## src/rtl/muxn_arb.sv

```systemverilog
// muxn_arb: N-channel registered selector, direct or round-robin, with a ready/valid output.
// Optional build macro MUXN_STATS_EN adds the 16-bit xfer_cnt transfer counter port.
module muxn_arb #(
  parameter int  W  = 32,
  parameter int  N  = 16,
  localparam int SW = (N > 1) ? $clog2(N) : 1
) (
  input  logic           clk,
  input  logic           rst_n,
  input  logic [N*W-1:0] in,
  input  logic [N-1:0]   req,
  input  logic           mode,
  input  logic [SW-1:0]  sel,
  output logic [N-1:0]   grant,
  output logic [W-1:0]   out,
  output logic [SW-1:0]  out_ch,
  output logic           out_valid,
  input  logic           out_ready
`ifdef MUXN_STATS_EN
  ,
  output logic [15:0]    xfer_cnt
`endif
);

  logic [W-1:0]  out_q, out_d;
  logic [SW-1:0] out_ch_q, out_ch_d;
  logic          out_valid_q, out_valid_d;
  logic [SW-1:0] ptr_q, ptr_d;

  logic          load;
  logic          hit;
  logic [SW-1:0] win;
  logic [W-1:0]  win_data;
  logic [SW:0]   cand;

  assign load = !out_valid_q || out_ready;

  // Winner selection: direct index check, or a circular search starting at ptr.
  always_comb begin
    hit  = 1'b0;
    win  = '0;
    cand = '0;
    if (mode) begin
      for (int i = 0; i < N; i++) begin
        cand = {1'b0, ptr_q} + (SW+1)'(i);
        if (cand >= (SW+1)'(N)) cand = cand - (SW+1)'(N);
        if (!hit && req[cand[SW-1:0]]) begin
          hit = 1'b1;
          win = cand[SW-1:0];
        end
      end
    end else if (({1'b0, sel} < (SW+1)'(N)) && req[sel]) begin
      hit = 1'b1;
      win = sel;
    end
  end

  always_comb begin
    win_data = '0;
    for (int k = 0; k < N; k++) begin
      if (win == SW'(k)) win_data = in[k*W +: W];
    end
  end

  // Grant is masked while in reset so producers never see a phantom acknowledge.
  always_comb begin
    grant = '0;
    for (int k = 0; k < N; k++) begin
      grant[k] = rst_n && load && hit && (win == SW'(k));
    end
  end

  always_comb begin
    out_d       = out_q;
    out_ch_d    = out_ch_q;
    out_valid_d = out_valid_q;
    ptr_d       = ptr_q;
    if (load) begin
      out_valid_d = hit;
      if (hit) begin
        out_d    = win_data;
        out_ch_d = win;
      end
      if (hit && mode) ptr_d = (win == SW'(N-1)) ? '0 : win + SW'(1);
    end
  end

  always_ff @(posedge clk or negedge rst_n) begin
    if (!rst_n) begin
      out_q       <= '0;
      out_ch_q    <= '0;
      out_valid_q <= 1'b0;
      ptr_q       <= '0;
    end else begin
      out_q       <= out_d;
      out_ch_q    <= out_ch_d;
      out_valid_q <= out_valid_d;
      ptr_q       <= ptr_d;
    end
  end

  assign out       = out_q;
  assign out_ch    = out_ch_q;
  assign out_valid = out_valid_q;

`ifdef MUXN_STATS_EN
  logic [15:0] xfer_cnt_q, xfer_cnt_d;

  always_comb begin
    xfer_cnt_d = xfer_cnt_q;
    if (out_valid_q && out_ready) xfer_cnt_d = xfer_cnt_q + 16'd1;
  end

  always_ff @(posedge clk or negedge rst_n) begin
    if (!rst_n) xfer_cnt_q <= '0;
    else        xfer_cnt_q <= xfer_cnt_d;
  end

  assign xfer_cnt = xfer_cnt_q;
`endif

endmodule

```

## config.mk

```make
export PLATFORM = sky130hd
export DESIGN_NAME = muxn_arb
export DESIGN_NICKNAME = d
export VERILOG_FILES = /design/src/rtl/muxn_arb.sv
export SDC_FILE = /design/constraint.sdc
export NUM_CORES = 1
export LEC_CHECK = 0
export BUFFER_PORTS_ARGS = -buffer_cell sky130_fd_sc_hd__buf_2
export CAP_MARGIN = 15
export CORE_AREA = 10 10 222 224
export DETAILED_ROUTE_END_ITERATION = 7
export DIE_AREA = 0 0 232 234
export MAX_ROUTING_LAYER = met4
export PLACE_DENSITY = 0.56
export SYNTH_ARGS = -nofsm -noshare
export SYNTH_HDL_FRONTEND = slang
export SYNTH_SLANG_ARGS = --single-unit
```

## constraint.sdc

```tcl
create_clock -name clk -period 6.71 [get_ports clk]
set_input_delay 0.3355 -clock clk [delete_from_list [all_inputs] [get_ports clk]]
set_output_delay 0.3355 -clock clk [all_outputs]
set_load 0.01 [all_outputs]
```

---- Word level (Yosys, flattened, before mapping) ----
Cells that the tools add are included.
word-level totals
  input bits .............................. 536
  word-level logic and storage cells ...... 272
  output and inout bits ................... 53
  bits in registers ....................... 41
operators by class
  order comparisons ....................... 33
  $add $sub $neg .......................... 32
  eq/ne operators ......................... 15
  reductions and logical operators ........ 54
  muxes and demuxes ....................... 134
operators with widths
  cell                   count
  $mux W32               16
  $mux W4                51
  $lt A4 B5 Y1 const B   17
  $ge A5 B5 Y1 const B   15
  $bmux W1 S4            17
  $sub A4 B1 Y4 const B  16
  $mux W1                50
  $add A4 B4 Y5 const B  8
  $logic_and A1 B1 Y1    34
  $eq A4 B4 Y1 const B   8
  $add A4 B3 Y5 const B  4
  $eq A4 B3 Y1 const B   4
  $logic_not A1 Y1       16
  $add A4 B2 Y5 const B  2
  $eq A4 B2 Y1 const B   2
  $add A4 B1 Y5 const B  1
  $ge A4 B5 Y1 const B   1
  $add A4 B1 Y4 const B  1
  $eq A4 B1 Y1 const B   1
  $logic_not A4 Y1       1
  $reduce_and A2 Y1      2
  $logic_or A1 B1 Y1     1

---- Longest topological paths before layout ----
  depth in word-level cells ............... 84
  mapped depth ............................ 30
  mapped depth without buffers ............ 22

---- Worst setup path after synthesis ----
OpenSTA, ideal clock, no wires.
  kind .................................... flip-flop to output port
  start ................................... register ptr_q[1]
  end ..................................... output grant[13]
  data arrival time ....................... 6.389 ns
  cell stages (with the launch flop) ...... 25
  path slack .............................. -0.015 ns
  required time ........................... 6.374 ns
  buffers on the path ..................... 10
  path through ............................ dfrtp_1 buf_4 buf_2 buf_2 inv_1 ha_1 buf_2 mux2_1 mux4_2 mux2_2 or2_1 or4_1 buf_2 or3_1 or4b_2 a31oi_1 inv_1 ha_1 clkbuf_1 clkbuf_1 clkbuf_1 buf_1 clkbuf_1 nand3_1 nor2_1
on the way
  longest elaborated chain between the ends .. 69
  elaborated cells on any way between the ends .. 193
  those cells by class .................... add/sub: 31; order compare: 16; eq/ne: 1; mux: 113; reduce/logical: 32
ends and longest elaborated chain
  item                                                    RTL line  source
  start: declaration                                      28        logic [SW-1:0] ptr_q, ptr_d;
  start signal: assignment                                98        ptr_q <= ptr_d;
  branches (longest 65 deep; another with $add A4 B1 Y5)  n/a
  $mux W4 (*)                                             47        if (!hit && req[cand[SW-1:0]]) begin
  $mux W4 (*)                                             43        if (mode) begin
  net win[0]                                              32        logic [SW-1:0] win;
  $eq A4 B4 Y1 (*)                                        69        grant[k] = rst_n && load && hit && (win == SW'(k));
  $logic_and A1 B1 Y1 (*)                                 69
  end: declaration                                        14        output logic [N-1:0] grant,
Mark *: on every way through the listed nets, which the timed path passes. The select of a mux whose other input is x is not followed.

---- Worst setup path after layout ----
  start ................................... register ptr_q[1]
  end ..................................... register out_q[16] (netlist: out[16])
on the way
  longest elaborated chain between the ends .. 84
  elaborated cells on any way between the ends .. 223
  those cells by class .................... add/sub: 31; order compare: 16; eq/ne: 15; mux: 129; reduce/logical: 32
ends and longest elaborated chain
  item                                                    RTL line  source
  branches (longest 84 deep; another with $add A4 B1 Y5)  n/a
  end signal: assignment                                  95        out_q <= out_d;
  end: declaration                                        25        logic [W-1:0] out_q, out_d;
Parallel ways; which one is timed is not known. The select of a mux whose other input is x is not followed.
A chain may end at the register's enable or synchronous reset.

==> results_tabular.tex <==
\begin{tabular}{lr}
\hline
Metric & Value \\
\hline
\multicolumn{2}{l}{\textbf{STA}} \\
Part of the cycle the worst path needs & between 90\% and 100\% \\
Worst slew margin & 25.5\% \\
RSZ-0062 raised after global routing & false \\
Setup total negative slack & 0 ns \\
Worst slew pin tran & 1.11 ns \\
Final setup violation count & 0 \\
Number of pins exceeding their max-slew limit in the final report & 0 \\
Hold violation total from the final report & 0 \\
Highest clock frequency the design can meet & approximately 0.15 GHz \\
Worst-case clock skew & between 0.009 and 0.01 ns \\
Minimum period implied by the final worst setup slack & 6.47 ns \\
\multicolumn{2}{l}{\textbf{Setup path}} \\
Data arrival at the endpoint of the critical path & 6.72 ns \\
Element type at the critical path start & flip-flop \\
Worst stage delay on the critical path & around 0.67 ns \\
R2R Path Start & ptr\_q[1] \\
Path type of the worst setup path & reg -> reg \\
Worst r2r path cells & 18 \\
Largest fanout on the critical path & 53 \\
CP max-delay cell & or4\_1 \\
Number of buffers and inverters on the critical path & 2 \\
Largest delay share family, worst path & simple AND/OR/NAND/NOR gates \\
Logic depth of the worst setup path including buffers & 18 \\
Setup slack of the most critical reg-to-reg path & roughly 0.24 ns \\
Sort of element at the end of the critical path & flip-flop \\
CP Cell Sequence & buf\_4 > ha\_1 > xnor2\_2 > mux2\_2 > mux2i\_2 > or3b\_1 > or4\_1 > or4\_4 > o32a\_1 > a41o\_1 > ha\_4 > nor2b\_4 > buf\_12 > a22oi\_1 > o31ai\_1 > o221a\_2 > o2111ai\_1 > nand3\_1 \\
Critical path data required time & between 6 and 7 ns \\
Terminus of the critical flop-to-flop path & out[16] \\
\multicolumn{2}{l}{\textbf{Run}} \\
Max\_cap viols & 0 \\
\multicolumn{2}{l}{\textbf{Detailed routing}} \\
Initial drt markers & around 1400 \\
Number of vias in the routed layout & 13900 \\
DR DRC count & 0 \\
Ratio of routed vias to standard cells & about 5.8 \\
Routed length per placed instance & slightly below 30 µm \\
Total routed wirelength & $\sim$70000 µm \\
Detail Route Antenna Nets & 0 \\
TritonRoute pass-1 iters & 5 \\
\multicolumn{2}{l}{\textbf{Pwr}} \\
Internal power & around 3400 µW \\
Net switching power & approximately 5400 µW \\
Maximum ir drop on the vdd rail & around 420 µV \\
Logic pwr share & about nine tenths \\
Pwr Total & roughly 8800 µW \\
Switching power share of the total & between 60\% and 70\% \\
P\_leak & roughly 0.0056 µW \\
Share of total power in the clock network & around 3.4\% \\
PD cells & around 660 nW/µm² \\
Sequential power share & under 10\% \\
\multicolumn{2}{l}{\textbf{Placement}} \\
\# placed instances & $\sim$2400 \\
Detailed-placement wirelength estimate & roughly 56000 µm \\
RD Place Congestion & $\sim$0.96 \\
Port Buffer Count & $\sim$590 \\
\multicolumn{2}{l}{\textbf{Global route}} \\
Antenna violations before repair & 9 \\
Number of global-route vias before repair & around 14000 \\
Global router's overall resource usage & about 25\% \\
Wire length of the first global-routing pass & 97900 µm \\
Pin count of the biggest net entering global routing & 76 \\
Grt ovf & 0 \\
\multicolumn{2}{l}{\textbf{Layout}} \\
Fraction of layout cells with a size suffix above 1 & around 44\% \\
Finished Layout Cells & 2390 \\
Area growth, synth to finish & 40.8\% \\
Fraction of the core area covered by cells at the end of the flow & between 20\% and 30\% \\
Number of nets in the layout & between 2000 and 2500 \\
FILL cells & 4940 \\
\multicolumn{2}{l}{\textbf{Synthesis}} \\
Cells after synthesis & 1263 \\
Synth async-reset ratio & 100\% \\
Most frequently used cell type in the post-synthesis netlist & clkbuf\_1 \\
Flop and latch count out of synthesis & about 40 \\
Prevailing post-synth register cell & dfrtp\_1 \\
Netlist area before placement & 9520 µm² \\
Sequential cell area fraction in the yosys report & 10.8\% \\
Share of the synthesized area in the top cell type & 10.8\% \\
Top cell type by total area after synthesis & dfrtp\_1 \\
Syn Area/Cell & $\sim$7.5 µm² \\
Number of warnings reported in the yosys synthesis log & 0 \\
Synthesized Nets & roughly 1800 \\
Biggest area contributors in the synthesized netlist & dfrtp\_1 11\%, a22oi\_1 6.4\%, mux4\_2 6.4\% \\
Commonest cells post-synth & 92 x clkbuf\_1, 87 x a21oi\_1, 83 x o21ai\_0, 81 x a22oi\_1, 81 x nand2\_1 \\
Number of enable-type register cells in the synthesized netlist & 0 \\
Number of unique standard cell types used by synthesis & 92 \\
\multicolumn{2}{l}{\textbf{Clocking}} \\
CTS H-tree lvls & 2 \\
Clk pin slew, worst setup/hold paths & around 0.07 ns \\
Post-CTS Hold Fix Bufs & 0 \\
Clock sink total & between 40 and 50 \\
Maximum buffer depth of the clock tree & 2 \\
CTS Buf Count & 5 \\
TritonCTS clock tree & yes \\
Clock network latency to the later pin of the worst-skew pair & 0.31 ns \\
Clock root buffer master & clkbuf\_16 \\
\multicolumn{2}{l}{\textbf{Run status}} \\
Outcome & finished clean \\
\multicolumn{2}{l}{\textbf{Floorplanning}} \\
Overall die width & 232 µm \\
Io pins & around 600 \\
Total die area & approximately 54000 µm² \\
Placeable core region & around 45000 µm² \\
Number of placement rows & 78 \\
Initial Utilization & between 20\% and 30\% \\
Overall die height & roughly 230 µm \\
\multicolumn{2}{l}{\textbf{Worst hold path}} \\
Kind of path behind the tightest hold check & in -> async \\
\hline
\end{tabular}
-- sequential cells by signal (all words and copies together), names as in the netlist --
register,cells
ptr_q,4
out_valid,1
out_ch,4
out,32
-- metrics by stage --
| step | hold WS (ns) | setup slack [ns] | area, µm² |
|---|---|---|---|
| detailed placement | 0.475 | 0.166 | 13200 |
| CTS | 0.176 | 0.138 | 13400 |
| global route | 0.216 | 0.0120 | 13400 |
| floorplan | 0.0399 | 0.00618 | 9520 |
| global placement | 0.484 | 0.0834 | 13200 |
| finish | 0.173 | 0.235 | 13400 |
-- worst reg2reg max path, delay by kind of cell (launching register included) --
family,cells,cell delay [ns]
XOR/XNOR,1,0.46
multiplexers,2,0.74
AO/OA/AOI/OAI,6,1.79
adder cells (fa/ha/maj),2,0.52
flip-flops,1,0.38
buffers and inverters,2,0.45
AND/OR/NAND/NOR,5,2.09
-- what timing repair did --
item	4_1_cts	5_1_grt
setup buffers	0	3
gates resized for setup	1	0
setup endpoints to repair	1	1
pin swaps	0	1
-- cells by family after synthesis --
group	Yosys count	synth area share (%)
AO/OA/AOI/OAI	576	45.1
XOR/XNOR	12	1.10
adder cells (fa/ha/maj)	11	1.45
buffers and inverters	159	7.66
flip-flops	41	10.8
multiplexers	82	12.5
AND/OR/NAND/NOR	382	21.4
-- final cells by class --
type,instances,area (µm²),area share [%]
diodes,7,17.5,0.131
clock buffers,5,125,0.934
clock inverters,2,35.0,0.261
inverters,15,56.3,0.420
multi-input cells,1063,7830,58.5
flip-flops and latches,41,1030,7.66
well taps,600,751,5.60
repair buffers,657,3560,26.5
-- worst max path at each step --
stage | startpoint | endpoint | slack, ns
final | ptr_q[1] | out[16] | 0.24
after global placement | ptr_q[1] | out[9] | 0.08
after floorplan | ptr_q[1] | out[0] | 0.006
after detailed placement | ptr_q[1] | out[16] | 0.17
after CTS | ptr_q[1] | grant[15] | 0.14
after global routing | ptr_q[1] | out[18] | 0.01
-- routing by layer --
layer | global-route usage, % | part of all wire (%) | vias up | wire [µm]
li1 | - | - | 6216 | -
met1 | 29.5 | 40 | 6776 | 27700
met2 | 42.1 | 50 | 851 | 34800
met3 | 4.60 | 8.1 | 67 | 5640
met4 | 5.27 | 2.1 | 0 | 1500
met5 | - | 0 | - | 0
-- power groups by stage --
stage | registers (µW) | clock network [µW] | logic, µW
floorplan | 491 | 0 | 4970
finish | 459 | 297 | 8050
global route | 470 | 312 | 8590
CTS | 454 | 306 | 7950
detailed placement | 454 | 0 | 7920
global placement | 457 | 0 | 7930
-- cells in the final DEF (no fill, tap or decap), types with 8 or more instances in the layout --
cell	synthesis	layout
buf_2	31	588
o221a_2	27	27
o2111a_1	27	27
or2_2	8	8
nand2_1	81	80
a22oi_1	81	81
mux4_2	27	27
or4_1	31	31
and2_1	34	33
inv_1	13	12
a221o_1	33	33
nor3_1	13	12
nand2b_1	15	15
nor2_1	69	69
a31oi_1	39	39
nor4_1	31	31
o31ai_1	27	27
a21oi_1	87	86
mux2i_1	30	30
o22a_1	28	28
o211ai_1	33	33
o22ai_1	19	18
o2111ai_1	27	27
xnor2_1	9	8
nand3_1	51	50
ha_1	11	9
buf_4	11	61
o221ai_1	9	9
or3_1	8	8
o21ai_0	83	83
mux2_2	20	20
dfrtp_1	41	41
No activity file was read; power rests on OpenSTA's default activity.
